## config.mk

```make
export PLATFORM = sky130hd
export DESIGN_NAME = mc_main_ctrl
export DESIGN_NICKNAME = d
export VERILOG_FILES = /design/src/rtl/mc_main_ctrl.sv
export SDC_FILE = /design/constraint.sdc
export NUM_CORES = 1
export LEC_CHECK = 0
export ABC_AREA = 1
export CORE_UTILIZATION = 48
export CTS_BUF_LIST = sky130_fd_sc_hd__clkbuf_8
export CTS_CLUSTER_DIAMETER = 60
export DETAILED_ROUTE_END_ITERATION = 16
export PLACE_DENSITY = 0.93
export SLEW_MARGIN = 20
export SYNTH_ARGS = -nofsm -noshare
export SYNTH_HDL_FRONTEND = slang
export SYNTH_SLANG_ARGS = --single-unit
```

## constraint.sdc

```tcl
create_clock -name clk -period 2 [get_ports clk]
set_input_delay 0.3 -clock clk [delete_from_list [all_inputs] [get_ports clk]]
set_output_delay 0.3 -clock clk [all_outputs]
set_load 0.05 [all_outputs]
```

## src/rtl/mc_main_ctrl.sv

```systemverilog
// Multi-cycle main control FSM for the semiMIPS datapath.
// Sequences fetch/decode/execute/memory/writeback and drives datapath controls.
module mc_main_ctrl (
  input  logic       clk,
  input  logic       rst_n,
  input  logic [5:0] opcode,
  input  logic       mem_ready,
  output logic       pcwrite,
  output logic       pcwritecond,
  output logic       branch_ne,
  output logic       iord,
  output logic       memread,
  output logic       memwrite,
  output logic       irwrite,
  output logic       memtoreg,
  output logic       regdst,
  output logic       regwrite,
  output logic       alusrca,
  output logic [1:0] alusrcb,
  output logic       zeroext,
  output logic [2:0] aluop,
  output logic [1:0] pcsource,
  output logic       illegal,
  output logic [3:0] state
);

  localparam logic [5:0] OP_RTYPE = 6'h00;
  localparam logic [5:0] OP_J     = 6'h02;
  localparam logic [5:0] OP_BEQ   = 6'h04;
  localparam logic [5:0] OP_BNE   = 6'h05;
  localparam logic [5:0] OP_ADDI  = 6'h08;
  localparam logic [5:0] OP_ADDIU = 6'h09;
  localparam logic [5:0] OP_ANDI  = 6'h0C;
  localparam logic [5:0] OP_ORI   = 6'h0D;
  localparam logic [5:0] OP_LW    = 6'h23;
  localparam logic [5:0] OP_SW    = 6'h2B;

  typedef enum logic [3:0] {
    S_IDLE   = 4'd0,
    S_FETCH  = 4'd1,
    S_DECODE = 4'd2,
    S_MEMADR = 4'd3,
    S_MEMRD  = 4'd4,
    S_MEMWB  = 4'd5,
    S_MEMWR  = 4'd6,
    S_REXEC  = 4'd7,
    S_RWB    = 4'd8,
    S_BRANCH = 4'd9,
    S_IEXEC  = 4'd10,
    S_IWB    = 4'd11,
    S_JUMP   = 4'd12
  } state_t;

  state_t     st;
  logic [5:0] op_q;

  function automatic logic is_imm(input logic [5:0] op);
    return (op == OP_ADDI) || (op == OP_ADDIU) ||
           (op == OP_ANDI) || (op == OP_ORI);
  endfunction

  function automatic logic is_mem(input logic [5:0] op);
    return (op == OP_LW) || (op == OP_SW);
  endfunction

  function automatic logic is_br(input logic [5:0] op);
    return (op == OP_BEQ) || (op == OP_BNE);
  endfunction

  function automatic logic is_legal(input logic [5:0] op);
    return is_mem(op) || is_br(op) || is_imm(op) ||
           (op == OP_RTYPE) || (op == OP_J);
  endfunction

  always_ff @(posedge clk or negedge rst_n) begin
    if (!rst_n) begin
      st   <= S_IDLE;
      op_q <= '0;
    end else begin
      unique case (st)
        S_IDLE:   st <= S_FETCH;
        S_FETCH:  if (mem_ready) st <= S_DECODE;
        S_DECODE: begin
          op_q <= opcode;
          unique case (1'b1)
            is_mem(opcode):     st <= S_MEMADR;
            opcode == OP_RTYPE: st <= S_REXEC;
            is_br(opcode):      st <= S_BRANCH;
            is_imm(opcode):     st <= S_IEXEC;
            opcode == OP_J:     st <= S_JUMP;
            default:            st <= S_FETCH;
          endcase
        end
        S_MEMADR: st <= (op_q == OP_SW) ? S_MEMWR : S_MEMRD;
        S_MEMRD:  if (mem_ready) st <= S_MEMWB;
        S_MEMWR:  if (mem_ready) st <= S_FETCH;
        S_REXEC:  st <= S_RWB;
        S_IEXEC:  st <= S_IWB;
        default:  st <= S_FETCH;
      endcase
    end
  end

  // Fetch commits IR/PC only on the ready cycle; illegal flags the raw opcode.
  always_comb begin
    pcwrite     = 1'b0;
    pcwritecond = 1'b0;
    branch_ne   = 1'b0;
    iord        = 1'b0;
    memread     = 1'b0;
    memwrite    = 1'b0;
    irwrite     = 1'b0;
    memtoreg    = 1'b0;
    regdst      = 1'b0;
    regwrite    = 1'b0;
    alusrca     = 1'b0;
    alusrcb     = 2'd0;
    zeroext     = 1'b0;
    aluop       = 3'd0;
    pcsource    = 2'd0;
    illegal     = 1'b0;
    unique case (st)
      S_FETCH: begin
        memread = 1'b1;
        alusrcb = 2'd1;
        irwrite = mem_ready;
        pcwrite = mem_ready;
      end
      S_DECODE: begin
        alusrcb = 2'd3;
        illegal = !is_legal(opcode);
      end
      S_MEMADR: begin
        alusrca = 1'b1;
        alusrcb = 2'd2;
      end
      S_MEMRD: begin
        iord    = 1'b1;
        memread = 1'b1;
      end
      S_MEMWB: begin
        regwrite = 1'b1;
        memtoreg = 1'b1;
      end
      S_MEMWR: begin
        iord     = 1'b1;
        memwrite = 1'b1;
      end
      S_REXEC: begin
        alusrca = 1'b1;
        aluop   = 3'd2;
      end
      S_RWB: begin
        regwrite = 1'b1;
        regdst   = 1'b1;
      end
      S_BRANCH: begin
        alusrca     = 1'b1;
        aluop       = 3'd1;
        pcwritecond = 1'b1;
        pcsource    = 2'd1;
        branch_ne   = (op_q == OP_BNE);
      end
      S_IEXEC: begin
        alusrca = 1'b1;
        alusrcb = 2'd2;
        zeroext = (op_q == OP_ANDI) || (op_q == OP_ORI);
        case (op_q)
          OP_ADDIU: aluop = 3'd5;
          OP_ANDI:  aluop = 3'd3;
          OP_ORI:   aluop = 3'd4;
          default:  aluop = 3'd0;
        endcase
      end
      S_IWB: regwrite = 1'b1;
      S_JUMP: begin
        pcwrite  = 1'b1;
        pcsource = 2'd2;
      end
      default: ;
    endcase
  end

  assign state = st;

endmodule

```

==> reports/qor.yml, run 1 <==
placement:
  dp_slack_ns: 0.06326
  dp_hpwl_mm: 1.991
  place_congestion: 0.8981
  port_buffers: 32
  dpl_cell_area_um2: 1371
die:
  std_cell_rows: 14
  io_pins: 33
  die_area_um2: 1904
  core_um2: 1559
  die_w_um: 43.64
  start_util_pct: 53.37
  die_h_um: 43.64
global_routing:
  first_global_vias: 977
  antenna_found_initial: 0
  grt_overflow: 0
  grt_usage_pct: 32.72
  grt_pass1_wl_mm: 4.485
  grt_max_degree: 12
drt:
  via_count: 1070
  wirelength_mm: 2.885
  vias_per_cell: 5.753
  drcViolationCount: 3
  final_antenna_net_count: 0
  drt_iter0_drc: 50
  dr.pass1.iters: 10
  wl_per_cell_um: 15.51
run_status:
  violations: "design-rule violations"
  status: "finished with violations"
run:
  cap_violations: 0
sta:
  fin_crit_sh_pct: 97.90
  setup_viol_count_final: 0
  worst_slack_ns: 0.04193
  relSlewSlack_pct: 64.78
  min_period_ns: 1.958
  max_freq_mhz: 510.7
  finalClockSkew_ns: 0.001235
  whs_ns: 0.3833
  drv_slew: 0
  tightest_slew_ns: 0.5266
  hold_viol: 0
clocking:
  cts-root-buf: "clkbuf_8"
  cts.sinks: 10
  clockBufferDepth: 2
  h-tree-depth: 1
  clk_latency_ns: 0.24
  cts_resized: 0
  cts_buffers: 3
  tritoncts: "built"
  hold_buffers: 0
  post-cts-setup-buffer-count: 0
  path_clk_slew_ns: 0.05
critical_path:
  crit_type: "flip-flop to output pin"
  crit_path_start_kind: "flip-flop"
  cp_slowest_cell: "dfrtp_2"
  cp-endpoint: "pcwrite"
  cp_common_cell: "inv_2"
  crit_path_end_kind: "output pin"
  cp_top_family: "flip-flops"
  arrival_ns: 1.66
  regToRegSetupSlack_ns: 0.48
  path_buf_inv: 3
  crit_chain: "nor2_2 -> inv_2 -> nor2_4 -> inv_2 -> o22ai_1 -> buf_12"
  r2r_start: "state[2]$_DFFE_PN0P_"
  cp.required_ns: 1.70
  path_max_fanout: 7
  startpoint: "state[2]$_DFFE_PN0P_"
  cpPeakStageDelay_ns: 0.48
  worstSetupPathDepth: 6
  rr_worst_depth: 10
  r2r-end: "state[0]$_DFFE_PN0P_"
layout:
  antenna-diode-count: 0
  syn_to_final_growth_pct: 73.23
  fin_area_um2: 1441
  nets: 180
  multi_input_comb_area_um2: 555.5
  fillCellCount: 59
  fin_util_pct: 92.46
  drive_above_1_share_pct: 33.53
  regArea_um2: 255.2
yosys:
  synth_cells: 135
  synth_seq_cells: 10
  yosysTopAreaCell: "dfrtp_1"
  synth.avg_cell_area_um2: 6.163
  synth_edf_count: 0
  yosysTopAreaCellShare_pct: 30.08
  synth_warnings: 0
  synth.most_common_cell: "nand2_1"
  async_reset_ff_share_pct: 100.0
  synth_cell_types: 21
  synth_commonest_cells: "nand2_1, nor2_1, inv_1, nand3_1, dfrtp_1"
  yosysSeqAreaShare_pct: 30.08
  synth_area_leaders: "dfrtp_1, nand2_1, nor2_1, inv_1, nand3_1"
  synthesis.area_um2: 832.0
  synthFlopType: "dfrtp_1"
  synth_fp_nets: 144
hold_path:
  hold_path_class: "input pin to async pin"
pwr:
  finalPower_w: 0.002407
  p_per_area_nw_per_um2: 1670
  vdd_drop_max_v: 0.001535
  power.leakage_nw: 0.6434
==> cells in the final DEF, fill, tap and decap left out <==
cell type and instances:
nand2_1 27, nor2_1 21, inv_1 19, buf_12 15, nand3_1 13, clkdlybuf4s50_1 12
nor2_4 7, o21ai_0 6, dfrtp_1 6, buf_4 6, nor2_2 5, inv_2 5
nand2_2 4, clkbuf_8 4, dfrtp_2 4, o21ai_1 3, nor3_2 2, nand2_4 1
nand4_1 1, o211ai_1 1, o22ai_2 1, o22ai_1 1, o21ai_2 1, nor4_4 1
a21oi_4 1, nand3b_1 1, o21a_1 1, nor3_1 1
==> state kept, by name, indices dropped and copies added, names as in the netlist <==
signal  cells
state       4
op_q        6
==> cells by family after synthesis <==
group	after synthesis	share of synthesized area, %
AO/OA/AOI/OAI	15	11.28
flip-flops	10	30.08
buffers and inverters	26	13.08
AND/OR/NAND/NOR	84	45.56
==> how the worst min path moves through the flow <==
stage                              from             endpoint  slack (ns)  cells after the start
finish                            rst_n  op_q[5]$_DFFE_PN0P_        0.38                      1
global route                      rst_n  op_q[0]$_DFFE_PN0P_        0.43                      1
CTS                               rst_n  op_q[4]$_DFFE_PN0P_        0.39                      1
detailed placement  op_q[2]$_DFFE_PN0P_  op_q[2]$_DFFE_PN0P_        0.50                      2
global placement    op_q[2]$_DFFE_PN0P_  op_q[2]$_DFFE_PN0P_        0.49                      2
floorplan                         rst_n  op_q[0]$_DFFE_PN0P_       0.004                      0
==> layer usage <==
layer | up-vias | wire [um] | global-route usage, % | share of wire (%)
met5 | - | 0 | 0 | 0
met4 | 0 | 72 | 14.37 | 2.5
li1 | 501 | - | - | -
met3 | 10 | 217 | 3.750 | 7.5
met2 | 65 | 1499 | 56.72 | 52
met1 | 494 | 1097 | 40.69 | 38
==> worst reg2reg max path, stage by stage, from the launching register on <==
cell	delay, ns
dfrtp_2	0.48
nor2_2	0.17
inv_2	0.09
nor2_4	0.09
buf_4	0.18
nand3_1	0.11
nand2_1	0.10
inv_1	0.05
nand2_1	0.07
nand2_1	0.06
nand2_1	0.05
==> report_power, final <==
part	switching, W	internal (W)
combinational	0.00110	0.000637
sequential	0.000119	0.000300
clock	0.0000799	0.000173
total	0.00130	0.00111
==> through the flow <==
step / TNS (ns) / instances
2_1_floorplan: -0.1331 / 135
3_3_place_gp: 0 / 182
3_5_place_dp: 0 / 182
4_1_cts: 0 / 186
5_1_grt: -0.03320 / 186
6_report: 0 / 186
==> area by class of cell <==
| class | count | area share, % |
|---|---|---|
| timing repair buffer | 33 | 32.29 |
| clock buffer | 4 | 3.819 |
| inverter | 24 | 6.250 |
| sequential | 10 | 17.71 |
| multi-input combinational | 99 | 38.54 |
| tap | 16 | 1.389 |
(Power assumes the default switching activity.)
==> run 2, diff against run 1 <==
--- a/config.mk
+++ b/config.mk
@@ -6,6 +6,7 @@
 export NUM_CORES = 1
 export LEC_CHECK = 0
 export ABC_AREA = 1
+export CAP_MARGIN = 20
 export CORE_UTILIZATION = 48
 export CTS_BUF_LIST = sky130_fd_sc_hd__clkbuf_8
 export CTS_CLUSTER_DIAMETER = 60
==> results of run 2 <==
The final DEF is identical to that of run 1; final timing and power are the same.
